## src/rtl/gray_pkg.sv

```systemverilog
// Shared Gray-code helpers for the Gray counter and its synchronizer consumers.
// The helpers work on 32-bit zero-extended values. Zero bits above the live
// width do not change either conversion, so one function body serves every
// counter width from 1 to 32.
package gray_pkg;

  // Widest counter the helpers support.
  localparam int unsigned GRAY_MAX_SIZE = 32;

  // Mask of the live bits for a given width, i.e. 2^size-1.
  function automatic logic [31:0] gray_mask(input int unsigned size);
    logic [31:0] m;
    if (size >= GRAY_MAX_SIZE) begin
      m = 32'hFFFF_FFFF;
    end else begin
      m = (32'd1 << size) - 32'd1;
    end
    return m;
  endfunction

  // Binary to reflected-binary Gray code.
  function automatic logic [31:0] bin2gray(input logic [31:0] b);
    return b ^ (b >> 1);
  endfunction

  // Reflected-binary Gray code to binary, computed as a running XOR from the MSB down.
  function automatic logic [31:0] gray2bin(input logic [31:0] g);
    logic [31:0] b;
    b[31] = g[31];
    for (int i = 30; i >= 0; i--) begin
      b[i] = b[i+1] ^ g[i];
    end
    return b;
  endfunction

endpackage

```

## src/rtl/gray2bin.sv

```systemverilog
// Combinational Gray-to-binary decoder. It is kept as its own block so that
// synchronizer consumers can decode a crossed pointer with the same logic.
module gray2bin #(
  parameter int unsigned SIZE = 5
) (
  input  logic [SIZE-1:0] g,
  output logic [SIZE-1:0] b
);

  // Decode through the shared helper, zero-extending the input and truncating the result.
  always_comb begin
    b = SIZE'(gray_pkg::gray2bin(32'(g)));
  end

endmodule

```

## src/rtl/gray_inc_counter.sv

```systemverilog
// Free-running Gray-code counter. It advances by a fixed binary step INC every
// clock and wraps modulo 2^SIZE. The only state is the Gray register, which
// drives the output directly so that clock-domain-crossing logic sees clean flops.
module gray_inc_counter
  import gray_pkg::*;
#(
  parameter int unsigned SIZE = 5,
  parameter int unsigned INC  = 1
) (
  input  logic            clk,
  input  logic            rst_n,
  output logic [SIZE-1:0] gray
);

  localparam logic [31:0]     MASK   = gray_mask(SIZE);
  localparam logic [31:0]     INC_32 = 32'(INC);
  localparam logic [SIZE-1:0] INC_W  = SIZE'(INC_32 & MASK);

  // Reject widths the helpers cannot represent and steps that do not fit the counter.
  if ((SIZE < 1) || (SIZE > GRAY_MAX_SIZE)) begin : g_bad_size
    $error("gray_inc_counter: SIZE must be within 1..32");
  end
  if ((INC_32 & ~MASK) != 32'd0) begin : g_bad_inc
    $error("gray_inc_counter: INC must be below 2^SIZE");
  end

  logic [SIZE-1:0] gray_q;
  logic [SIZE-1:0] gray_d;
  logic [SIZE-1:0] bin_s;
  logic [SIZE-1:0] sum_s;

  gray2bin #(
    .SIZE (SIZE)
  ) u_dec (
    .g (gray_q),
    .b (bin_s)
  );

  // Next state: step the decoded binary value, drop the carry, and re-encode to Gray.
  always_comb begin
    sum_s  = bin_s + INC_W;
    gray_d = SIZE'(bin2gray(32'(sum_s)));
  end

  // Gray state register; reset clears it at once, without waiting for a clock edge.
  always_ff @(posedge clk or negedge rst_n) begin
    if (!rst_n) begin
      gray_q <= '0;
    end else begin
      gray_q <= gray_d;
    end
  end

  assign gray = gray_q;

endmodule

```

## config.mk

```make
export PLATFORM = sky130hd
export DESIGN_NAME = gray_inc_counter
export DESIGN_NICKNAME = d
export VERILOG_FILES = /design/src/rtl/gray_pkg.sv /design/src/rtl/gray2bin.sv /design/src/rtl/gray_inc_counter.sv
export SDC_FILE = /design/constraint.sdc
export NUM_CORES = 1
export LEC_CHECK = 0
export BUFFER_PORTS_ARGS = -buffer_cell sky130_fd_sc_hd__buf_4
export CORE_AREA = 5 5 42 44
export CTS_CLUSTER_SIZE = 20
export DETAILED_ROUTE_END_ITERATION = 10
export DIE_AREA = 0 0 47 49
export PLACE_DENSITY_LB_ADDON = 0.12
export RECOVER_POWER = 50
export SLEW_MARGIN = 25
export SYNTH_ARGS = -nofsm -noshare
export SYNTH_HDL_FRONTEND = slang
export SYNTH_HIERARCHICAL = 1
export SYNTH_SLANG_ARGS = --single-unit
export TNS_END_PERCENT = 20
```

## constraint.sdc

```tcl
create_clock -name clk -period 4.7 [get_ports clk]
set_clock_uncertainty 0.15 [all_clocks]
set_input_delay 1.41 -clock clk [delete_from_list [all_inputs] [get_ports clk]]
set_output_delay 1.41 -clock clk [all_outputs]
set_load 0.03 [all_outputs]
```

# == Word-level counts from Yosys, hierarchy flattened ==
# Index checks and enable logic that the tools add are counted.
# totals
ff_bits,5
out_inout_bits,5
wordCells,7
# op_classes
add_sub_neg,1
bitwise,5
# ops
operator,count
"adder 5 x 1 -> 5 bit, second input constant",1
bitwise XOR 5 x 4 -> 5 bit,1
bitwise XOR 1 bit,4

# == Depth between registers and ports, before layout ==
# Gate-level depths: netlist (run 1).
# depth
depth_word,6
ltp_mapped,6
mapped_depth_nobuf,6

# == Cells and area by module ==
# Netlist (run 1), hierarchy kept.
# by_module_without_submodules
module,instances,cells_per_inst,area_each_um2,seq_area_each_um2
gray_inc_counter,1,20,244.0,125.1
gray2bin,1,6,72.6,0.0

# == Worst setup path before layout (run 1) ==
# No wires, ideal clock.
# synth_timing
path_type,register to register
startpoint,register gray_q[4] (netlist: gray[4])
endpoint,register gray_q[3] (netlist: gray[3])
setup_time_ns,0.079
arrival_ns,2.157
required_ns,4.471
setup_slack_ns,2.314
path_stages_with_launch,7
path_buffers,0
period_less_slack_ns,2.386
cell_sequence,dfrtp_1 > xor2_2 > xnor3_1 > ha_1 > mux2_2 > a21oi_2 > xor2_1
# synth_between
elab_chain_cells,6
# synth_lines
item,line,rtl
from (decl),gray_inc_counter.sv:27,logic [SIZE-1:0] gray_q;
from (signal assigned),gray_inc_counter.sv:50,gray_q <= gray_d;
bitwise XOR 1 bit,gray_pkg.sv:31,b[i] = b[i+1] ^ g[i];
named net bin_s[3],gray_inc_counter.sv:29,logic [SIZE-1:0] bin_s;
bitwise XOR 1 bit (3 in a row),gray_pkg.sv:31,
named net bin_s[0],gray_inc_counter.sv:29,
adder 5 x 1 -> 5 bit,gray_inc_counter.sv:41,sum_s = bin_s + INC_W;
bitwise XOR 5 x 4 -> 5 bit,gray_pkg.sv:23,return b ^ (b >> 1);
named net gray_d[3],gray_inc_counter.sv:28,logic [SIZE-1:0] gray_d;
# The timed path passes the listed nets, and every way through them passes these cells.

# == Final worst setup path (run 1) ==
# Same ends and word-level chain as after synthesis.

==> results of run 1 <==
## per-layer routing
metal  vias to the layer above  share of wire  track usage
met4                         0          0.038       0.0968
met3                         2          0.057       0.0111
met2                         6           0.51       0.0837
li1                        104              -            -
met5                         -              0            0
met1                       100           0.40       0.0537
## worst max-delay path, stage by stage (launching register included)
cell and delay (ns):
sky130_fd_sc_hd__dfrtp_1 0.42, sky130_fd_sc_hd__xor2_1 0.60, sky130_fd_sc_hd__xnor3_1 0.52, sky130_fd_sc_hd__ha_1 0.30
sky130_fd_sc_hd__mux2_2 0.30, sky130_fd_sc_hd__a21oi_2 0.15, sky130_fd_sc_hd__xor2_1 0.15
## layout by cell type (no fill, tap or decap)
master,instances
sky130_fd_sc_hd__mux2_2,1
sky130_fd_sc_hd__xnor2_1,7
sky130_fd_sc_hd__a21oi_2,1
sky130_fd_sc_hd__nand2_1,2
sky130_fd_sc_hd__and3_1,1
sky130_fd_sc_hd__clkbuf_1,2
sky130_fd_sc_hd__dfrtp_1,5
sky130_fd_sc_hd__xor2_1,4
sky130_fd_sc_hd__nand3_1,1
sky130_fd_sc_hd__ha_1,1
sky130_fd_sc_hd__buf_4,5
sky130_fd_sc_hd__xnor3_1,1
sky130_fd_sc_hd__a31oi_1,1
sky130_fd_sc_hd__clkbuf_4,3
## how the worst max path moves through the flow
stage             from      end  slack (ns)  depth (start not counted)
2_1_floorplan  gray[4]  gray[3]        2.31                          6
3_3_place_gp   gray[4]  gray[3]        2.26                          6
3_5_place_dp   gray[4]  gray[3]        2.24                          6
4_1_cts        gray[4]  gray[3]        2.23                          6
5_1_grt        gray[4]  gray[3]        1.89                          6
6_report       gray[4]  gray[3]        2.02                          6
## cells by family (layout without fill, tap and decap cells)
family / count (synthesis) / count (layout) / synth area share
fa+ha+maj: 1 / 1 / 0.0395
simple gates: 4 / 4 / 0.0593
buf+inv: 1 / 10 / 0.0237
xor+xnor: 12 / 12 / 0.399
mux: 1 / 1 / 0.0356
flops: 5 / 5 / 0.395
compound gates: 2 / 2 / 0.0474
## layout make-up
cell class,instances,area (um^2)
Fill cell,159,1010
Multi-Input combinational cell,20,176
Sequential cell,5,125
Timing Repair Buffer,6,41.3
Clock buffer,4,26.3
Tap cell,16,20.0
## report_power, final
| group | total, mW | switching [mW] | internal [mW] |
|---|---|---|---|
| Sequential | 0.0432 | 0 | 0.0432 |
| Clock | 0.0487 | 0.0166 | 0.0320 |
| Combinational | 0.00102 | 0.000838 | 0.000180 |
| Total | 0.0929 | 0.0175 | 0.0754 |
## metrics by stage
stage,setup slack (ns),utilization,hold WS [ns]
global placement,2.26,0.267,0.411
global route,1.89,0.278,0.427
floorplan,2.31,-,0.678
detailed placement,2.24,0.267,0.432
finish,2.02,0.278,0.407
CTS,2.23,0.286,0.438
==> impl_summary.txt, run 1 <==
----------------------------------------------------
[Critical path]
  Reg-to-reg critical path startpoint ... gray[4]
  CP endpoint kind ... flip-flop
  Depth of the most critical reg-to-reg path ... 6
  Critical path class ... flip-flop to flip-flop
  Max Fanout on Critical Path ... 7
  Element type at the critical path start ... flip-flop
  R2r endpoint ... gray[3]
  Crit path DAT ... about 2.7 ns
  Setup slack of the most critical reg-to-reg path ... just over 2 ns
  Data required time of the worst path ... 4.71 ns

[Floorplanning]
  Die area ... around 2300 um^2
  Initial Util ... 0.226
  Std-Cell Core Area ... approximately 1400 um^2
  Top-level port count ... 7
  Number of standard-cell rows in the floorplan ... 14
  Die extent in y ... just under 50 um
  Overall die width ... 47 um

[GRT]
  Via count of the first global-routing pass ... around 230
  Global-route usage over all layers ... 0.0602
  Antenna violations before repair ... 0
  Pin count of the biggest net entering global routing ... 8
  Global-route wire length before repair ... between 800 and 900 um
  Overall overflow remaining after global route ... 0

[Clock tree]
  Max H-tree Level ... 1
  Clock Sinks ... 5
  Master cell of the clock root buffer ... sky130_fd_sc_hd__clkbuf_4
  CTS-repair resized insts ... 0
  Number of setup buffers added after CTS ... 0
  Max Root-Sink Buffers ... 2
  CTS tree ... built
  Clock latency at the later pin of the worst-skew pair ... 0.24 ns
  CTS Hold Buffers Added ... 0
  Clock buffer count from CTS ... 3
  Clock-pin transition on the worst setup and hold timing paths ... roughly 0.04 ns

[Pwr]
  Total power draw ... approximately 0.093 mW
  Total power divided by cell area ... 239 nW/um^2
  Maximum vdd ir drop ... about 54 uV
  Static Leakage ... ~0.16 nW

[Routing]
  Drt first-iter violations ... 0
  Pre-antenna DRT Iters ... 1
  Detailed-route vias per instance ... around 4.2
  Antenna Violating Nets Remaining ... 0
  DRC ... 0
  DR vias ... between 200 and 250
  Detail-routed net length per standard cell ... ~10 um
  WL final ... 523 um

[Synthesis]
  Main area contributors after synthesis ... sky130_fd_sc_hd__dfrtp_1 (40%), sky130_fd_sc_hd__xnor2_1 (19%), sky130_fd_sc_hd__xor2_1 (8.3%)
  Number of instances in the synthesized netlist ... 26
  Count of different cell masters after synthesis ... 13
  Warnings from Yosys ... 6
  Cell with the most instances after synthesis ... sky130_fd_sc_hd__xnor2_1
  Number of flops mapped to enable cells by yosys ... 0
  Most area-hungry cell type in the Yosys netlist ... sky130_fd_sc_hd__dfrtp_1
  Synth Net Count ... 29
  Share of the synthesized area in the top cell type ... 0.395
  Proportion of register bits with asynchronous set or reset after synthesis ... 1.00
  Post-Syn Area per Cell ... around 12 um^2
  Synth Flop Type ... sky130_fd_sc_hd__dfrtp_1
  Sequential cell area fraction in the yosys report ... 0.395
  Commonest cells post-synth ... sky130_fd_sc_hd__xnor2_1 (7), sky130_fd_sc_hd__dfrtp_1 (5), sky130_fd_sc_hd__xor2_1 (3), sky130_fd_sc_hd__nand2_1 (2)
  Post-Synthesis Cell Area ... about 320 um^2
  Flop and latch count out of synthesis ... 5

[Final layout]
  Number of flip-flops in the largest register ... 5
  Layout Nets ... 39
  Final Non-Filler Cells ... 51
  Summed area of non-filler cells in the final layout ... 389 um^2
  N_diodes ... 0
  Fraction of layout cells with a size suffix above 1 ... 0.286
  Area growth syn-to-layout ... 22.9%

[Placement]
  Cell count after placement ... 47
  Placed cell areas ... 374 um^2
  Placer Congestion ... about 0.67
  Count of port buffers added during placement ... 6

[STA]
  Clock period minus worst slack ... roughly 2.7 ns
  Final setup violating endpoints ... 0
  Worst-Margin Slew ... approximately 0.70 ns
  Fin. max-slew vios ... 0
  Endpoints failing hold ... 0
  Maximum operating frequency ... approximately 0.37 GHz
  Sum of negative setup slack ... 0 ns
  Crit share post-route ... 0.570
  Worst slew slack as a fraction of its limit ... 0.529
  RSZ-0062 raised after global routing ... no

[Min path]
  WHS Endpoint ... gray[4]
  Worst Hold Depth ... 1
  Hold Crit Start ... gray[4]
  Path type of the worst min-delay path ... flip-flop to flip-flop

[Outcome]
  Status ... finished, final reports clean

[Run]
  Max cap viols ... 0

----------------------------------------------------
Note: power is estimated with default switching activity, not from simulation.
==> run 2: changes to the inputs <==
- clock period: 4.7 -> 2.4 ns (I/O delays scaled with it)
==> run 2 against run 1 <==
Net effect: power increased by 93%; sequential power increased by 96%; utilization increased by 1.1 points; combinational power increased by 75%; critical path depth increased by 1; worst setup slack got worse by 1.8 ns; via count increased by 4.2%; worst hold slack got worse by 0.24 ns; maximum frequency increased by 22%; flip-flop and latch count unchanged; first-iteration DRC count increased by 1.
==> impl_summary.txt, run 2 (synthesis results as in run 1) <==
----------------------------------------------------
[STA]
  Fin. max-slew vios ... 0
  Slack of the critical path ... 0.196 ns
  Worst-Margin Slew ... between 0.4 and 0.5 ns
  Maximum operating frequency ... around 0.45 GHz
  Endpoints failing hold ... 0
  Final setup violating endpoints ... 0
  Sum of negative setup slack ... 0 ns
  Hold slack ... ~0.17 ns
  Worst slew slack as a fraction of its limit ... 0.714
  Crit share post-route ... 0.918
  Clock period minus worst slack ... between 2 and 2.5 ns
  RSZ-0062 raised after global routing ... no

[Final layout]
  Final Non-Filler Cells ... between 50 and 60
  Number of flip-flops in the largest register ... 5
  Most common cell after layout, fill and taps aside ... sky130_fd_sc_hd__xnor2_1
  Layout Nets ... approximately 40
  Fraction of layout cells with a size suffix above 1 ... 0.297
  N_diodes ... 0
  Commonest cells after routing, fill and taps aside ... sky130_fd_sc_hd__xnor2_1 (7), sky130_fd_sc_hd__dfrtp_1 (5), sky130_fd_sc_hd__buf_4 (5)
  Area growth syn-to-layout ... 27.7%

[Floorplanning]
  Die area ... 2300 um^2
  Top-level port count ... 7
  Die extent in y ... 49 um
  Initial Util ... 0.226
  Overall die width ... between 40 and 50 um
  Number of standard-cell rows in the floorplan ... 14
  Std-Cell Core Area ... 1400 um^2

[GRT]
  Pin count of the biggest net entering global routing ... 7
  Antenna violations before repair ... 0
  Global-route wire length before repair ... 855 um
  Overall overflow remaining after global route ... 0
  Global-route usage over all layers ... 0.0573
  Via count of the first global-routing pass ... between 200 and 250

[Routing]
  Pre-antenna DRT Iters ... 2
  Wire length on met1 ... around 190 um
  Detailed-route vias per instance ... approximately 4.2
  DR vias ... roughly 220
  WL final ... about 500 um
  Metal2 WL ... 242 um
  Top layer used by detailed routing ... met4
  Detail-routed net length per standard cell ... ~9.5 um
  DRC ... 0
  Met3 wire len ... roughly 32 um
  Antenna Violating Nets Remaining ... 0
  Drt first-iter violations ... 1

[Clock tree]
  CTS Hold Buffers Added ... 0
  Number of setup buffers added after CTS ... 0
  Master cell of the clock root buffer ... sky130_fd_sc_hd__clkbuf_4
  Max H-tree Level ... 1
  CTS-repair resized insts ... 0
  Clock latency at the later pin of the worst-skew pair ... about 0.24 ns
  Clock Sinks ... 5
  Max Root-Sink Buffers ... 2
  Clock-pin transition on the worst setup and hold timing paths ... 0.04 ns
  Clock buffer count from CTS ... 3
  CTS tree ... built

[Critical path]
  Crit path DAT ... ~2.2 ns
  Critical path class ... flip-flop to flip-flop
  Max Fanout on Critical Path ... 6
  Data required time of the worst path ... between 2 and 2.5 ns
  CP endpoint kind ... flip-flop
  Element type at the critical path start ... flip-flop

[Placement]
  Placer Congestion ... 0.655
  Cell count after placement ... 49
  Count of port buffers added during placement ... 6
  Minimum setup slack after placement ... around 0.2 ns

[Outcome]
  Status ... finished, final reports clean

[Pwr]
  Static Leakage ... between 0.15 and 0.2 nW
  Total power divided by cell area ... between 400 and 500 nW/um^2
  Maximum vdd ir drop ... 124 uV

[Min path]
  Path type of the worst min-delay path ... input pin to asynchronous set/reset pin

[Run]
  Max cap viols ... 0

----------------------------------------------------
-- run 2: final cells by class --
class | instances | area (um^2)
flip-flops and latches | 5 | 125
multi-input cells | 20 | 184
fillers | 158 | 997
repair buffers | 8 | 48.8
well taps | 16 | 20.0
clock buffers | 4 | 26.3
-- run 2: worst max-delay path, stage by stage, from the launching register on --
cell and delay (ns):
sky130_fd_sc_hd__dfrtp_1 0.43, sky130_fd_sc_hd__xor2_2 0.19, sky130_fd_sc_hd__buf_4 0.17, sky130_fd_sc_hd__xnor2_1 0.29, sky130_fd_sc_hd__ha_1 0.23, sky130_fd_sc_hd__mux2_2 0.35
sky130_fd_sc_hd__a21oi_2 0.15, sky130_fd_sc_hd__xor2_1 0.16
-- run 2: final timing paths --
path / startpoint / end / slack, ns / cells after the start
hold reg to reg: gray[4] / gray[4] / 0.42 / 1
hold / removal: rst_n / gray[4] / 0.17 / 1
max in group asynchronous: rst_n / gray[0] / 1.73 / 1
min in group clk: gray[4] / gray[4] / 0.42 / 1
setup reg to reg: gray[4] / gray[3] / 0.20 / 7
setup / recovery: gray[4] / gray[3] / 0.20 / 7
-- run 2: metal layers --
layer / track usage / up-vias
li1: - / 106
met4: 0.0968 / 0
met3: 0.0111 / 4
met5: 0 / -
met2: 0.0792 / 8
met1: 0.0490 / 103
-- run 2: stage by stage --
| stage | utilization | power (mW) | area, um^2 |
|---|---|---|---|
| 2_1_floorplan | - | 0.0859 | 317 |
| 3_3_place_gp | 0.278 | 0.0885 | 389 |
| 3_5_place_dp | 0.278 | 0.0885 | 389 |
| 4_1_cts | 0.296 | 0.185 | 415 |
| 5_1_grt | 0.288 | 0.190 | 404 |
| 6_report | 0.288 | 0.180 | 404 |
-- run 2: power by group --
part           switching [mW]  total, mW  internal (mW)
clock                  0.0307     0.0933         0.0626
combinational         0.00144    0.00179       0.000355
sequential                  0     0.0847         0.0847
total                  0.0321      0.180          0.148
==> run 3: changes to the inputs <==
- REMOVE_ABC_BUFFERS: not set -> 1
==> run 3 against run 2 <==
Net effect: non-clock buffer count is the same; via count grew 2.3%; maximum frequency grew 1.2%; die area is the same; worst setup slack gained 0.027 ns; flip-flop and latch count is the same.
==> impl_summary.txt, run 3 (synthesis results as in run 1) <==
----------------------------------------------------
[Floorplanning]
  Number of standard-cell rows in the floorplan ... 14
  Std-Cell Core Area ... about 1400 um^2
  Top-level port count ... 7
  Overall die width ... around 47 um
  Die area ... 2300 um^2
  Initial Util ... 0.226
  Die extent in y ... slightly below 50 um

[Routing]
  DRC ... 0
  Antenna Violating Nets Remaining ... 0
  DR vias ... approximately 230
  Detail-routed net length per standard cell ... a little over 10 um
  WL final ... approximately 550 um
  Drt first-iter violations ... 3
  Pre-antenna DRT Iters ... 2
  Detailed-route vias per instance ... ~4.3

[Final layout]
  Filler instances ... about 170
  Number of flip-flops in the largest register ... 5
  Layout Nets ... 41
  Most common cell after layout, fill and taps aside ... sky130_fd_sc_hd__xnor2_1
  Summed area of non-filler cells in the final layout ... 404 um^2
  Commonest cells after routing, fill and taps aside ... sky130_fd_sc_hd__xnor2_1 (7), sky130_fd_sc_hd__dfrtp_1 (5), sky130_fd_sc_hd__buf_4 (5)
  Fraction of layout cells with a size suffix above 1 ... 0.297
  Area growth syn-to-layout ... 27.7%
  N_diodes ... 0

[Clock tree]
  CTS Hold Buffers Added ... 0
  CTS tree ... built
  Number of setup buffers added after CTS ... 0
  Clock Sinks ... 5
  Clock latency at the later pin of the worst-skew pair ... 0.24 ns
  Master cell of the clock root buffer ... sky130_fd_sc_hd__clkbuf_4
  Clock-pin transition on the worst setup and hold timing paths ... around 0.04 ns
  Max Root-Sink Buffers ... 2
  CTS-repair resized insts ... 0
  Clock buffer count from CTS ... 3
  Max H-tree Level ... 1

[Critical path]
  Element type at the critical path start ... flip-flop
  Reg-to-reg critical path startpoint ... gray[4]
  CP endpoint kind ... flip-flop
  Data required time of the worst path ... around 2.4 ns
  Max Fanout on Critical Path ... 6
  Category of cells accounting for the largest share of critical-path delay ... XOR/XNOR gates
  Launching element of the worst setup path ... gray[4]
  R2r endpoint ... gray[3]
  Critical path class ... flip-flop to flip-flop
  Setup slack of the most critical reg-to-reg path ... 0.22 ns
  Crit path DAT ... 2.19 ns
  Crit path largest cell delay ... approximately 0.43 ns
  Cell-by-cell listing of the critical path ... xor2_2 > buf_4 > xnor2_1 > ha_1 > mux2_2 > a21oi_2 > xor2_1
  Depth of the most critical reg-to-reg path ... 7
  Max stage delay cell, worst path ... sky130_fd_sc_hd__dfrtp_1
  Buf+Inv Stages, Crit Path ... 1

[GRT]
  Via count of the first global-routing pass ... roughly 230
  Global-route wire length before repair ... ~840 um
  Global-route usage over all layers ... 0.0566
  Antenna violations before repair ... 0
  Pin count of the biggest net entering global routing ... 7
  Overall overflow remaining after global route ... 0

[STA]
  Final setup violating endpoints ... 0
  Crit share post-route ... 0.907
  Fin. max-slew vios ... 0
  RSZ-0062 raised after global routing ... no
  Worst-Margin Slew ... 0.434 ns
  Clock period minus worst slack ... approximately 2.2 ns
  Worst slew slack as a fraction of its limit ... 0.710
  Maximum operating frequency ... roughly 0.46 GHz
  Endpoints failing hold ... 0
  Hold slack ... around 0.17 ns

[Placement]
  Placed cell areas ... 389 um^2
  Count of port buffers added during placement ... 6
  Half-perimeter wire length after detailed placement ... roughly 460 um
  Placer Congestion ... between 0.7 and 0.8

[Pwr]
  Maximum vdd ir drop ... about 110 uV
  Total power divided by cell area ... approximately 450 nW/um^2
  Static Leakage ... 0.168 nW

[Min path]
  Path type of the worst min-delay path ... input pin to asynchronous set/reset pin

[Run]
  Max cap viols ... 0

[Outcome]
  Status ... finished, final reports clean

----------------------------------------------------
-- run 3: routing by layer --
| metal | GRT usage | share of wire | vias to the layer above |
|---|---|---|---|
| met5 | 0 | 0 | - |
| met4 | 0.0968 | 0.066 | 0 |
| met3 | 0 | 0.095 | 4 |
| met2 | 0.0792 | 0.48 | 9 |
| met1 | 0.0535 | 0.36 | 107 |
| li1 | - | - | 106 |
-- run 3: worst max-delay path by stage --
stage                          to  slack, ns  depth (start not counted)
after CTS                 gray[3]       0.19                          7
after global placement    gray[3]       0.22                          7
after floorplan           gray[3]      -0.03                          6
after detailed placement  gray[3]       0.22                          7
after global routing      gray[3]       0.11                          7
final                     gray[3]       0.22                          7
-- run 3: power breakdown --
group | total (mW) | internal (mW) | leakage (nW) | switching, mW
clock | 0.0945 | 0.0627 | 0.0150 | 0.0318
combinational | 0.00188 | 0.000354 | 0.0982 | 0.00152
sequential | 0.0847 | 0.0847 | 0.0548 | 0
-- run 3: layout make-up --
cell class,instances,area (um^2),area share
Tap cell,16,20.0,0.0495
Multi-Input combinational cell,20,184,0.455
Clock buffer,4,26.3,0.0650
Timing Repair Buffer,8,48.8,0.121
Sequential cell,5,125,0.310
-- run 3: per-stage QoR --
stage               setup TNS [ns]  setup WS [ns]  instances  total power, mW  utilization
global placement                 0          0.222         49           0.0885        0.278
floorplan                  -0.0295        -0.0295         25           0.0859            -
detailed placement               0          0.219         49           0.0886        0.278
global route                     0          0.110         53            0.192        0.288
finish                           0          0.223         53            0.181        0.288
CTS                              0          0.194         53            0.188        0.296
